File: src/rtl/muldiv_pkg.sv
// rtl/muldiv_pkg.sv - shared opcode/state types and decode helpers for the multiply/divide unit
package muldiv_pkg;

    typedef enum logic [2:0] {
        OP_MULT  = 3'd0,
        OP_MULTU = 3'd1,
        OP_DIV   = 3'd2,
        OP_DIVU  = 3'd3,
        OP_MTHI  = 3'd4,
        OP_MTLO  = 3'd5
    } op_e;

    typedef enum logic [1:0] {
        IDLE,
        MUL,
        DIV,
        FIX
    } state_e;

    function automatic logic op_is_signed(input op_e op);
        return (op == OP_MULT) || (op == OP_DIV);
    endfunction

    function automatic logic op_is_div(input op_e op);
        return (op == OP_DIV) || (op == OP_DIVU);
    endfunction

endpackage

File: src/rtl/muldiv_div_core.sv
// rtl/muldiv_div_core.sv - unsigned radix-2 restoring divider, one quotient bit per step
module muldiv_div_core #(
    parameter int WIDTH = 32
) (
    input  logic             clk,
    input  logic             rst,
    input  logic             load,
    input  logic             step,
    input  logic [WIDTH-1:0] dividend,
    input  logic [WIDTH-1:0] divisor,
    output logic [WIDTH-1:0] q,
    output logic [WIDTH-1:0] r
);

    logic [WIDTH-1:0] d;
    logic [WIDTH:0]   part;
    logic             ge;

    // q doubles as the dividend shift register; its MSB feeds the partial remainder
    assign part = {r, q[WIDTH-1]};
    assign ge   = part >= {1'b0, d};

    always_ff @(posedge clk or negedge rst) begin
        if (!rst) begin
            q <= '0;
            r <= '0;
            d <= '0;
        end else if (load) begin
            q <= dividend;
            r <= '0;
            d <= divisor;
        end else if (step) begin
            r <= ge ? WIDTH'(part - {1'b0, d}) : part[WIDTH-1:0];
            q <= {q[WIDTH-2:0], ge};
        end
    end

endmodule

File: src/rtl/muldiv_unit.sv
// rtl/muldiv_unit.sv - multi-cycle MULT/DIV unit owning HI/LO, with busy/done handshake
module muldiv_unit
    import muldiv_pkg::*;
#(
    parameter int WIDTH    = 32,
    parameter int MUL_ITER = 0
) (
    input  logic             clk,
    input  logic             rst,
    input  logic             start,
    input  op_e              op,
    input  logic [WIDTH-1:0] a,
    input  logic [WIDTH-1:0] b,
    input  logic             flush,
    output logic             busy,
    output logic             done,
    output logic             div_by_zero,
    output logic [WIDTH-1:0] hi,
    output logic [WIDTH-1:0] lo
);

    localparam int CW = $clog2(WIDTH);

    state_e             state;
    logic [CW-1:0]      cnt;
    logic               is_div;
    logic               neg_q;
    logic               neg_r;
    logic               b_zero;
    logic [WIDTH-1:0]   a_saved;
    logic [WIDTH-1:0]   mcand;
    logic [2*WIDTH-1:0] prod;

    logic               sgn;
    logic [WIDTH-1:0]   mag_a;
    logic [WIDTH-1:0]   mag_b;
    logic [2*WIDTH-1:0] prod_now;
    logic [2*WIDTH-1:0] prod_now_signed;
    logic [WIDTH:0]     mul_sum;
    logic [WIDTH-1:0]   dq;
    logic [WIDTH-1:0]   dr;
    logic               div_load;
    logic               div_step;
    logic               last_iter;

    function automatic logic [WIDTH-1:0] mag(input logic [WIDTH-1:0] x, input logic s);
        return (s && x[WIDTH-1]) ? -x : x;
    endfunction

    assign sgn             = op_is_signed(op);
    assign mag_a           = mag(a, sgn);
    assign mag_b           = mag(b, sgn);
    assign prod_now        = {{WIDTH{1'b0}}, mag_a} * {{WIDTH{1'b0}}, mag_b};
    assign prod_now_signed = (sgn && (a[WIDTH-1] ^ b[WIDTH-1])) ? -prod_now : prod_now;
    assign mul_sum         = {1'b0, prod[2*WIDTH-1:WIDTH]} + (prod[0] ? {1'b0, mcand} : '0);
    assign last_iter       = (cnt == CW'(WIDTH - 1));
    assign div_load        = (state == IDLE) && start && !flush && op_is_div(op);
    assign div_step        = (state == DIV) && !flush;

    muldiv_div_core #(.WIDTH(WIDTH)) u_div (
        .clk      (clk),
        .rst      (rst),
        .load     (div_load),
        .step     (div_step),
        .dividend (mag_a),
        .divisor  (mag_b),
        .q        (dq),
        .r        (dr)
    );

    always_ff @(posedge clk or negedge rst) begin
        if (!rst) begin
            state       <= IDLE;
            cnt         <= '0;
            hi          <= '0;
            lo          <= '0;
            busy        <= 1'b0;
            done        <= 1'b0;
            div_by_zero <= 1'b0;
            is_div      <= 1'b0;
            neg_q       <= 1'b0;
            neg_r       <= 1'b0;
            b_zero      <= 1'b0;
            a_saved     <= '0;
            mcand       <= '0;
            prod        <= '0;
        end else begin
            done <= 1'b0;
            if (flush) begin
                state <= IDLE;
                busy  <= 1'b0;
                cnt   <= '0;
            end else begin
                case (state)
                    IDLE: if (start) begin
                        div_by_zero <= 1'b0;
                        // operand signs are captured here; the iterative paths work on magnitudes
                        neg_q   <= sgn & (a[WIDTH-1] ^ b[WIDTH-1]);
                        neg_r   <= sgn & a[WIDTH-1];
                        b_zero  <= (b == '0);
                        a_saved <= a;
                        mcand   <= mag_a;
                        prod    <= {{WIDTH{1'b0}}, mag_b};
                        case (op)
                            OP_MTHI: hi <= a;
                            OP_MTLO: lo <= a;
                            OP_MULT, OP_MULTU: begin
                                if (MUL_ITER == 0) begin
                                    {hi, lo} <= prod_now_signed;
                                    done     <= 1'b1;
                                end else begin
                                    state  <= MUL;
                                    busy   <= 1'b1;
                                    is_div <= 1'b0;
                                end
                            end
                            OP_DIV, OP_DIVU: begin
                                state  <= DIV;
                                busy   <= 1'b1;
                                is_div <= 1'b1;
                            end
                            default: ;
                        endcase
                    end
                    MUL: begin
                        prod  <= {mul_sum, prod[WIDTH-1:1]};
                        cnt   <= last_iter ? '0 : cnt + CW'(1);
                        if (last_iter) state <= FIX;
                    end
                    DIV: begin
                        cnt   <= last_iter ? '0 : cnt + CW'(1);
                        if (last_iter) state <= FIX;
                    end
                    FIX: begin
                        if (is_div) begin
                            if (b_zero) begin
                                lo          <= '1;
                                hi          <= a_saved;
                                div_by_zero <= 1'b1;
                            end else begin
                                lo <= neg_q ? -dq : dq;
                                hi <= neg_r ? -dr : dr;
                            end
                        end else begin
                            {hi, lo} <= neg_q ? -prod : prod;
                        end
                        state <= IDLE;
                        busy  <= 1'b0;
                        done  <= 1'b1;
                    end
                    default: state <= IDLE;
                endcase
            end
        end
    end

endmodule

File: config.mk
export PLATFORM = sky130hd
export DESIGN_NAME = muldiv_unit
export DESIGN_NICKNAME = d
export VERILOG_FILES = /design/src/rtl/muldiv_pkg.sv /design/src/rtl/muldiv_div_core.sv /design/src/rtl/muldiv_unit.sv
export SDC_FILE = /design/constraint.sdc
export NUM_CORES = 2
export LEC_CHECK = 0
export CORE_MARGIN = 1
export CORE_UTILIZATION = 60
export CTS_CLUSTER_SIZE = 12
export DETAILED_ROUTE_END_ITERATION = 16
export PLACE_DENSITY = 0.79
export SETUP_SLACK_MARGIN = 0.2
export SLEW_MARGIN = 20
export SYNTH_ARGS = -nofsm -noshare
export SYNTH_HDL_FRONTEND = slang
export SYNTH_SLANG_ARGS = --single-unit
export TNS_END_PERCENT = 10
File: constraint.sdc
create_clock -name clk -period 4.8 [get_ports clk]
set_input_delay 0.96 -clock clk [delete_from_list [all_inputs] [get_ports clk]]
set_output_delay 0.96 -clock clk [all_outputs]
set_load 0.02 [all_outputs]
# Word level (Yosys, flattened, before mapping)
# Index checks and enable logic that the tools add are counted.
# Widths: inputs -> output; s select.
word_totals:
  reg_bits: 302
  inputBits: 71
  output_inout_bits: 67
  elab_cells: 122
classes:
  add_sub_neg: 9
  n_mul: 1
  order_cmp: 1
  eq_ne: 17
  n_mux: 44
  bitwise: 4
  reduce_logical: 29
ops:
  columns: ["operator", "count"]
  rows:
  - ["$mux 32", 16]
  - ["$pmux 32 s2", 4]
  - ["$mux 64", 3]
  - ["$neg 32->32", 4]
  - ["$neg 64->64", 2]
  - ["$pmux 64 s2", 1]
  - ["$mul 32x32->64", 1]
  - ["$add 32x32->33", 1]
  - ["$ge 33x32->1", 1]
  - ["$logic_not 32->1", 1]
  - ["$sub 32x32->32", 1]
  - ["$mux 5", 3]
  - ["$reduce_and 3->1", 4]
  - ["$reduce_and 4->1", 3]
  - ["$mux 1", 9]
  - ["$ne 3x1->1 const B", 3]
  - ["$mux 2", 4]
  - ["$reduce_bool 2->1", 4]
  - ["$logic_and 1x1->1", 7]
  - ["$eq 3x2->1 const B", 2]
  - ["$eq 3x3->1 const B", 2]
  - ["$ne 2x2->1 const B", 3]
  - ["$pmux 1 s2", 3]
  - ["$pmux 2 s3", 1]
  - ["other kinds (17)", 22]

# Longest topological paths before layout
logic_depth:
  depth_word: 10
  ltp_mapped: 42

# Hierarchy
# From an unflattened synthesis, not the netlist that was laid out.
unflattened:
  cells_unflattened: 6678
  area_unflattened_um2: 55648.4
by_module_without_submodules:
  columns: ["module", "n_inst", "cells_each", "area_per_inst_um2", "seq_area_each_um2"]
  rows:
  - ["muldiv_unit", 1, 5979, 49521.2, 5129.9]
  - ["muldiv_div_core", 1, 699, 6127.1, 2402.3]

# Worst setup path after synthesis
# Ideal clock, no wire load.
synth_timing:
  path_type: "in2reg"
  startpoint: "in a[0]"
  endpoint: "reg hi[26]"
  setup_time_ns: 0.067
  arrival_ns: 11.392
  t_required_ns: 4.733
  slack_ns: -6.659
  stages: 41
  path_buffers: 4
  cell_sequence: "clkinv_1 -> clkbuf_1 -> ha_1 -> nand2_1 -> nor3_1 -> and2_1 -> nand3b_1 -> nor4_1 -> a31oi_1 -> xor2_1 -> clkbuf_1 -> clkbuf_1 -> nand2_1 -> fa_1 -> inv_1 -> fa_1 -> fa_1 -> inv_1 -> [5 not listed] -> inv_1 -> fa_1 -> inv_1 -> ha_1 -> clkbuf_1 -> nand2_1 -> nor2_1 -> nand3_1 -> a211o_1 -> a21boi_2 -> nor2_1 -> a31o_1 -> or4_4 -> or4b_4 -> or4_4 -> a21o_1 -> a311o_1 -> nand2_1"
synth_via:
  elab_chain_cells: 8
synth_lines:
  columns: ["item", "line_no", "rtl"]
  rows:
  - ["start: declaration", "muldiv_unit.sv:12", "input logic [WIDTH-1:0] a,"]
  - ["$neg 32->32", "muldiv_unit.sv:47", "return (s && x[WIDTH-1]) ? -x : x;"]
  - ["$mux 32 (*)", "muldiv_unit.sv:47", null]
  - ["$mul 32x32->64 (*)", "muldiv_unit.sv:53", "assign prod_now = {{WIDTH{1'b0}}, mag_a} * {{WIDTH{1'b0}}, mag_b};"]
  - ["$neg 64->64", "muldiv_unit.sv:54", "assign prod_now_signed = (sgn && (a[WIDTH-1] ^ b[WIDTH-1])) ? -prod_now : prod_now;"]
  - ["$mux 64 (*)", "muldiv_unit.sv:54", null]
  - ["$pmux 32 s2 (*)", "muldiv_unit.sv:104", "case (op)"]
  - ["$mux 32 (*)", "muldiv_unit.sv:95", "IDLE: if (start) begin"]
  - ["$pmux 32 s2 (*)", "muldiv_unit.sv:94", "case (state)"]
  - ["end signal: assignment", "muldiv_unit.sv:109", "{hi, lo} <= prod_now_signed;"]
  - ["end signal: assignment", "muldiv_unit.sv:138", "hi <= a_saved;"]
  - ["end signal: assignment", "muldiv_unit.sv:142", "hi <= neg_r ? -dr : dr;"]
  - ["end: declaration", "muldiv_unit.sv:18", "output logic [WIDTH-1:0] hi,"]
# Every way passes the cells marked *; elsewhere a longest branch is shown, timed or not. The select of a mux whose other input is x is not followed.
# A chain may end at the register's enable or synchronous reset.

# Worst setup path after layout
layout_timing:
  startpoint: "in b[3]"
  endpoint: "reg hi[26]"
layout_via:
  elab_chain_cells: 8
layout_lines:
  columns: ["item", "line_no", "rtl"]
  rows:
  - ["start: declaration", "muldiv_unit.sv:13", "input logic [WIDTH-1:0] b,"]
  - ["$neg 32->32", "muldiv_unit.sv:47", null]
  - ["$mux 32 (*)", "muldiv_unit.sv:47", null]
  - ["$mul 32x32->64 (*)", "muldiv_unit.sv:53", null]
  - ["$neg 64->64", "muldiv_unit.sv:54", null]
  - ["$mux 64 (*)", "muldiv_unit.sv:54", null]
  - ["$pmux 32 s2 (*)", "muldiv_unit.sv:104", null]
  - ["$mux 32 (*)", "muldiv_unit.sv:95", null]
  - ["$pmux 32 s2 (*)", "muldiv_unit.sv:94", null]
# Marks and branches as above.

==> impl_results.html <==
<table>
<tr><th>Metric</th><th>Value</th></tr>
<tr><th colspan="2">Placement</th></tr>
<tr><td>HPWL reported at the end of detailed placement</td><td>196000 um</td></tr>
<tr><td>Buffers added on ports</td><td>137</td></tr>
<tr><td>Placer Congestion</td><td>1.08</td></tr>
<tr><th colspan="2">Synth</th></tr>
<tr><td>Main area contributors after synthesis</td><td>sky130_fd_sc_hd__fa_1, sky130_fd_sc_hd__dfrtp_1, sky130_fd_sc_hd__ha_1, sky130_fd_sc_hd__nand2_1, sky130_fd_sc_hd__inv_1</td></tr>
<tr><td>Proportion of register bits with asynchronous set or reset after synthesis</td><td>1.00</td></tr>
<tr><td>Syn Nets</td><td>8079</td></tr>
<tr><td>Synth Register Bits</td><td>301</td></tr>
<tr><td>Share of the yosys chip area belonging to registers</td><td>0.135</td></tr>
<tr><td>Synth Area in XOR/XNOR</td><td>0.0598</td></tr>
<tr><td>EDFF count, synth</td><td>0</td></tr>
<tr><td>Fraction of the mapped netlist area in adder cells</td><td>0.398</td></tr>
<tr><td>Combinational family with the most area after synthesis</td><td>adder cells</td></tr>
<tr><td>Synth Instances</td><td>6771</td></tr>
<tr><td>Synthesis Warnings</td><td>0</td></tr>
<tr><td>Mapped cell area</td><td>55800 um^2</td></tr>
<tr><td>Area fraction in compound gates after synthesis</td><td>0.127</td></tr>
<tr><td>Simple-gate area share of the yosys netlist</td><td>0.177</td></tr>
<tr><td>Fraction of synthesized area in multiplexers</td><td>0.0115</td></tr>
<tr><td>Dominant cell type by area after synthesis</td><td>sky130_fd_sc_hd__fa_1</td></tr>
<tr><td>Post-synth cell types</td><td>104</td></tr>
<tr><td>Area share of the leading cell type in the synthesized netlist</td><td>0.322</td></tr>
<tr><td>Dominant register cell in the synthesized netlist</td><td>sky130_fd_sc_hd__dfrtp_1</td></tr>
<tr><td>Per-instance average area after synthesis</td><td>8.25 um^2</td></tr>
<tr><th colspan="2">Detailed routing</th></tr>
<tr><td>Final Routed Wirelength</td><td>239000 um</td></tr>
<tr><td>DRC errors left</td><td>0</td></tr>
<tr><td>First-pass iteration count of the detailed router</td><td>7</td></tr>
<tr><td>Number of design-rule violations left by the first detailed-router iteration</td><td>6961</td></tr>
<tr><td>Post-detailed-route count of antenna-violating nets</td><td>0</td></tr>
<tr><td>Routed wire length per instance</td><td>26.5 um</td></tr>
<tr><td>Routed vias/inst</td><td>6.19</td></tr>
<tr><td>Routed vias</td><td>55800</td></tr>
<tr><th colspan="2">Timing</th></tr>
<tr><td>Final Hold Viols</td><td>0</td></tr>
<tr><td>Fmax</td><td>91.0 MHz</td></tr>
<tr><td>Worst-case hold slack</td><td>0.314 ns</td></tr>
<tr><td>Number of max-slew violations in the final report</td><td>0</td></tr>
<tr><td>Slew margin rel.</td><td>0.241</td></tr>
<tr><td>Share of the clock period used by the worst path</td><td>2.29</td></tr>
<tr><td>Min setup slack post-route</td><td>-6.19 ns</td></tr>
<tr><td>Final-report setup violation count</td><td>61</td></tr>
<tr><td>Unrepaired setup endpoints after global routing</td><td>true</td></tr>
<tr><td>Time the final worst path needs with I/O delays and setup</td><td>10.99 ns</td></tr>
<tr><td>Worst setup skew after layout</td><td>0.0450 ns</td></tr>
<tr><td>Actual transition at the worst max-transition pin</td><td>1.14 ns</td></tr>
<tr><th colspan="2">Floorplan</th></tr>
<tr><td>Row count</td><td>111</td></tr>
<tr><td>Number of top-level pins</td><td>138</td></tr>
<tr><td>Die extent in x</td><td>307 um</td></tr>
<tr><td>Starting density of the core</td><td>0.607</td></tr>
<tr><td>Die height</td><td>307 um</td></tr>
<tr><td>Core area</td><td>91900 um^2</td></tr>
<tr><td>Total Die Area</td><td>94300 um^2</td></tr>
<tr><th colspan="2">Status</th></tr>
<tr><td>Run status</td><td>complete, but fails checks</td></tr>
<tr><td>Violations in the final reports</td><td>setup timing</td></tr>
<tr><th colspan="2">Critical path</th></tr>
<tr><td>Cell with the biggest individual delay on the critical path</td><td>sky130_fd_sc_hd__fa_2</td></tr>
<tr><td>Kind of end point of the critical path</td><td>flop</td></tr>
<tr><td>Crit-path max cell delay</td><td>0.56 ns</td></tr>
<tr><td>Cell repeated most along the worst path</td><td>sky130_fd_sc_hd__fa_1</td></tr>
<tr><td>Worst-path maximum fanout</td><td>5</td></tr>
<tr><td>Data required time of the critical path</td><td>5.35 ns</td></tr>
<tr><td>Arrival @ worst endpoint</td><td>11.53 ns</td></tr>
<tr><td>Critical path type</td><td>input pin to flop</td></tr>
<tr><td>Category of the worst setup path launch point</td><td>input pin</td></tr>
<tr><th colspan="2">Layout</th></tr>
<tr><td>Final net count</td><td>9061</td></tr>
<tr><td>Share of final-layout standard cells stronger than drive strength 1</td><td>0.208</td></tr>
<tr><td>FF/Latch Area</td><td>7540 um^2</td></tr>
<tr><td>Synthesis-to-finish area growth</td><td>26.4%</td></tr>
<tr><td>Total area of multi-input combinational cells</td><td>45300 um^2</td></tr>
<tr><td>Filler cell count</td><td>6568</td></tr>
<tr><th colspan="2">Clock tree</th></tr>
<tr><td>Total clock buffers created by CTS</td><td>31</td></tr>
<tr><td>Maximum clock insertion buffer count</td><td>3</td></tr>
<tr><td>CTS tree</td><td>built</td></tr>
<tr><td>Clock latency at the later pin of the worst-skew pair</td><td>0.65 ns</td></tr>
<tr><td>Clk Tree Root Cell</td><td>sky130_fd_sc_hd__clkbuf_16</td></tr>
<tr><td>Clock input transition at the sequential cells of the worst setup and hold paths</td><td>0.07 ns</td></tr>
<tr><td>H-Tree Depth</td><td>1</td></tr>
<tr><td>Hold buffer count at cts</td><td>0</td></tr>
<tr><td>Count of clock tree sinks</td><td>301</td></tr>
<tr><th colspan="2">Hold path</th></tr>
<tr><td>Hold Crit Class</td><td>input pin to async pin</td></tr>
<tr><th colspan="2">Global route</th></tr>
<tr><td>Wire length of the first global-routing pass</td><td>351000 um</td></tr>
<tr><td>Total global routing track utilization</td><td>0.509</td></tr>
<tr><td>Vias in the first global route</td><td>56500</td></tr>
<tr><td>Number of antenna violations at the first check in global routing</td><td>20</td></tr>
<tr><td>Largest net degree at the start of global routing</td><td>109</td></tr>
<tr><td>Overall overflow remaining after global route</td><td>0</td></tr>
<tr><th colspan="2">Flow run</th></tr>
<tr><td>Number of violations of the max-capacitance limit</td><td>0</td></tr>
</table>
-- registers in the layout (all words and copies together) (netlist names), 31 cells and up --
signal and flops:
lo 32, mcand 31, prod 64, a_saved 32, u_div.d 32, u_div.r 32
u_div.q 32, hi 32
-- synthesized netlist by cell type (56+ instances only) --
library cell and count:
sky130_fd_sc_hd__nand2_1 980, sky130_fd_sc_hd__inv_1 952, sky130_fd_sc_hd__fa_1 898, sky130_fd_sc_hd__nor2_1 872, sky130_fd_sc_hd__clkbuf_1 347, sky130_fd_sc_hd__ha_1 339, sky130_fd_sc_hd__o21ai_0 322, sky130_fd_sc_hd__a21oi_1 304
sky130_fd_sc_hd__dfrtp_1 301, sky130_fd_sc_hd__xnor2_1 235, sky130_fd_sc_hd__xor2_1 146, sky130_fd_sc_hd__a21o_1 71, sky130_fd_sc_hd__nor3_1 69, sky130_fd_sc_hd__and2_1 60, sky130_fd_sc_hd__a31oi_1 58, sky130_fd_sc_hd__o31ai_1 58
sky130_fd_sc_hd__mux2i_1 56
-- repair_timing --
action                                  4_1_cts  5_1_grt
endpoints found under the setup margin       61       65
endpoints found under the hold margin         0        0
cloned                                        1        0
resized for setup                           206      144
pin swaps                                    89       29
buffers inserted                             38        6
-- per-stage QoR --
step                setup slack, ns  cells  cell area (um^2)   util  TNS, ns
floorplan                     -6.18   6771             56100      -  -281.66
global placement              -7.27   8918             67700  0.736  -358.43
detailed placement            -7.40   8918             67700  0.736  -367.56
CTS                           -6.03   9008             69900  0.760  -300.62
global route                  -6.42   9020             70600  0.768  -322.37
finish                        -6.19   9023             70600  0.768  -308.24
-- path summary, 6_finish.rpt --
check	from	to	slack, ns	cells past startpoint
setup / recovery	b[3]	hi[26]$_DFFE_PN0P_	-6.19	38
hold / removal	rst	cnt[0]$_DFFE_PN0P_	0.31	1
setup reg to reg	prod[1]$_DFFE_PN0P_	hi[31]$_DFFE_PN0P_	0.20	13
hold reg to reg	mcand[30]$_DFFE_PN0P_	mcand[30]$_DFFE_PN0P_	0.47	2
max in group asynchronous	rst	neg_q$_DFFE_PN0P_	3.21	2
min in group clk	mcand[30]$_DFFE_PN0P_	mcand[30]$_DFFE_PN0P_	0.47	2
-- area by class of cell --
type,count,share of cell area
tap,1243,0.0220
antenna,9,0.000319
multi-input combinational,5128,0.642
inverter,954,0.0507
clock buffer,48,0.0127
clock inverter,3,0.000532
sequential,301,0.107
timing repair buffer,1337,0.165
-- critical path, delay by kind of cell --
family	cells	cell delay, ns
buffers and inverters	7	0.78
AOI/OAI and AO/OA	6	1.52
xor gates and xnor gates	1	0.20
and+or+nand+nor	15	3.77
adders and majority gates	9	4.28
-- placed cells by master, fill, tap and decap left out, drive strengths merged, types with 62 or more instances in the layout --
master / netlist / routed
a21o: 71 / 71
a21oi: 308 / 308
and2: 62 / 62
buf: 41 / 1204
clkdlybuf4s50: 0 / 114
dfrtp: 301 / 301
fa: 898 / 898
ha: 339 / 339
inv: 953 / 955
nand2: 980 / 980
nor2: 873 / 873
nor3: 70 / 70
o21ai: 338 / 338
o31ai: 62 / 62
xnor2: 235 / 235
xor2: 146 / 146
-- kinds of logic after synthesis --
family,Yosys count
simple gates,2310
buf+inv,1342
fa+ha+maj,1237
flops,301
xor+xnor,381
compound gates,1138
mux,62
-- metal layers --
| layer | up-vias | routed length [um] | GRT usage |
|---|---|---|---|
| met5 | - | 430 | 0.0233 |
| met4 | 26 | 24800 | 0.411 |
| met3 | 1168 | 31000 | 0.161 |
| met2 | 3866 | 99400 | 0.735 |
| met1 | 27200 | 83300 | 0.625 |
| li1 | 23500 | - | - |
Power is not shown: default switching activity piles up to over one toggle a cycle in this logic, so the estimate is an artifact.
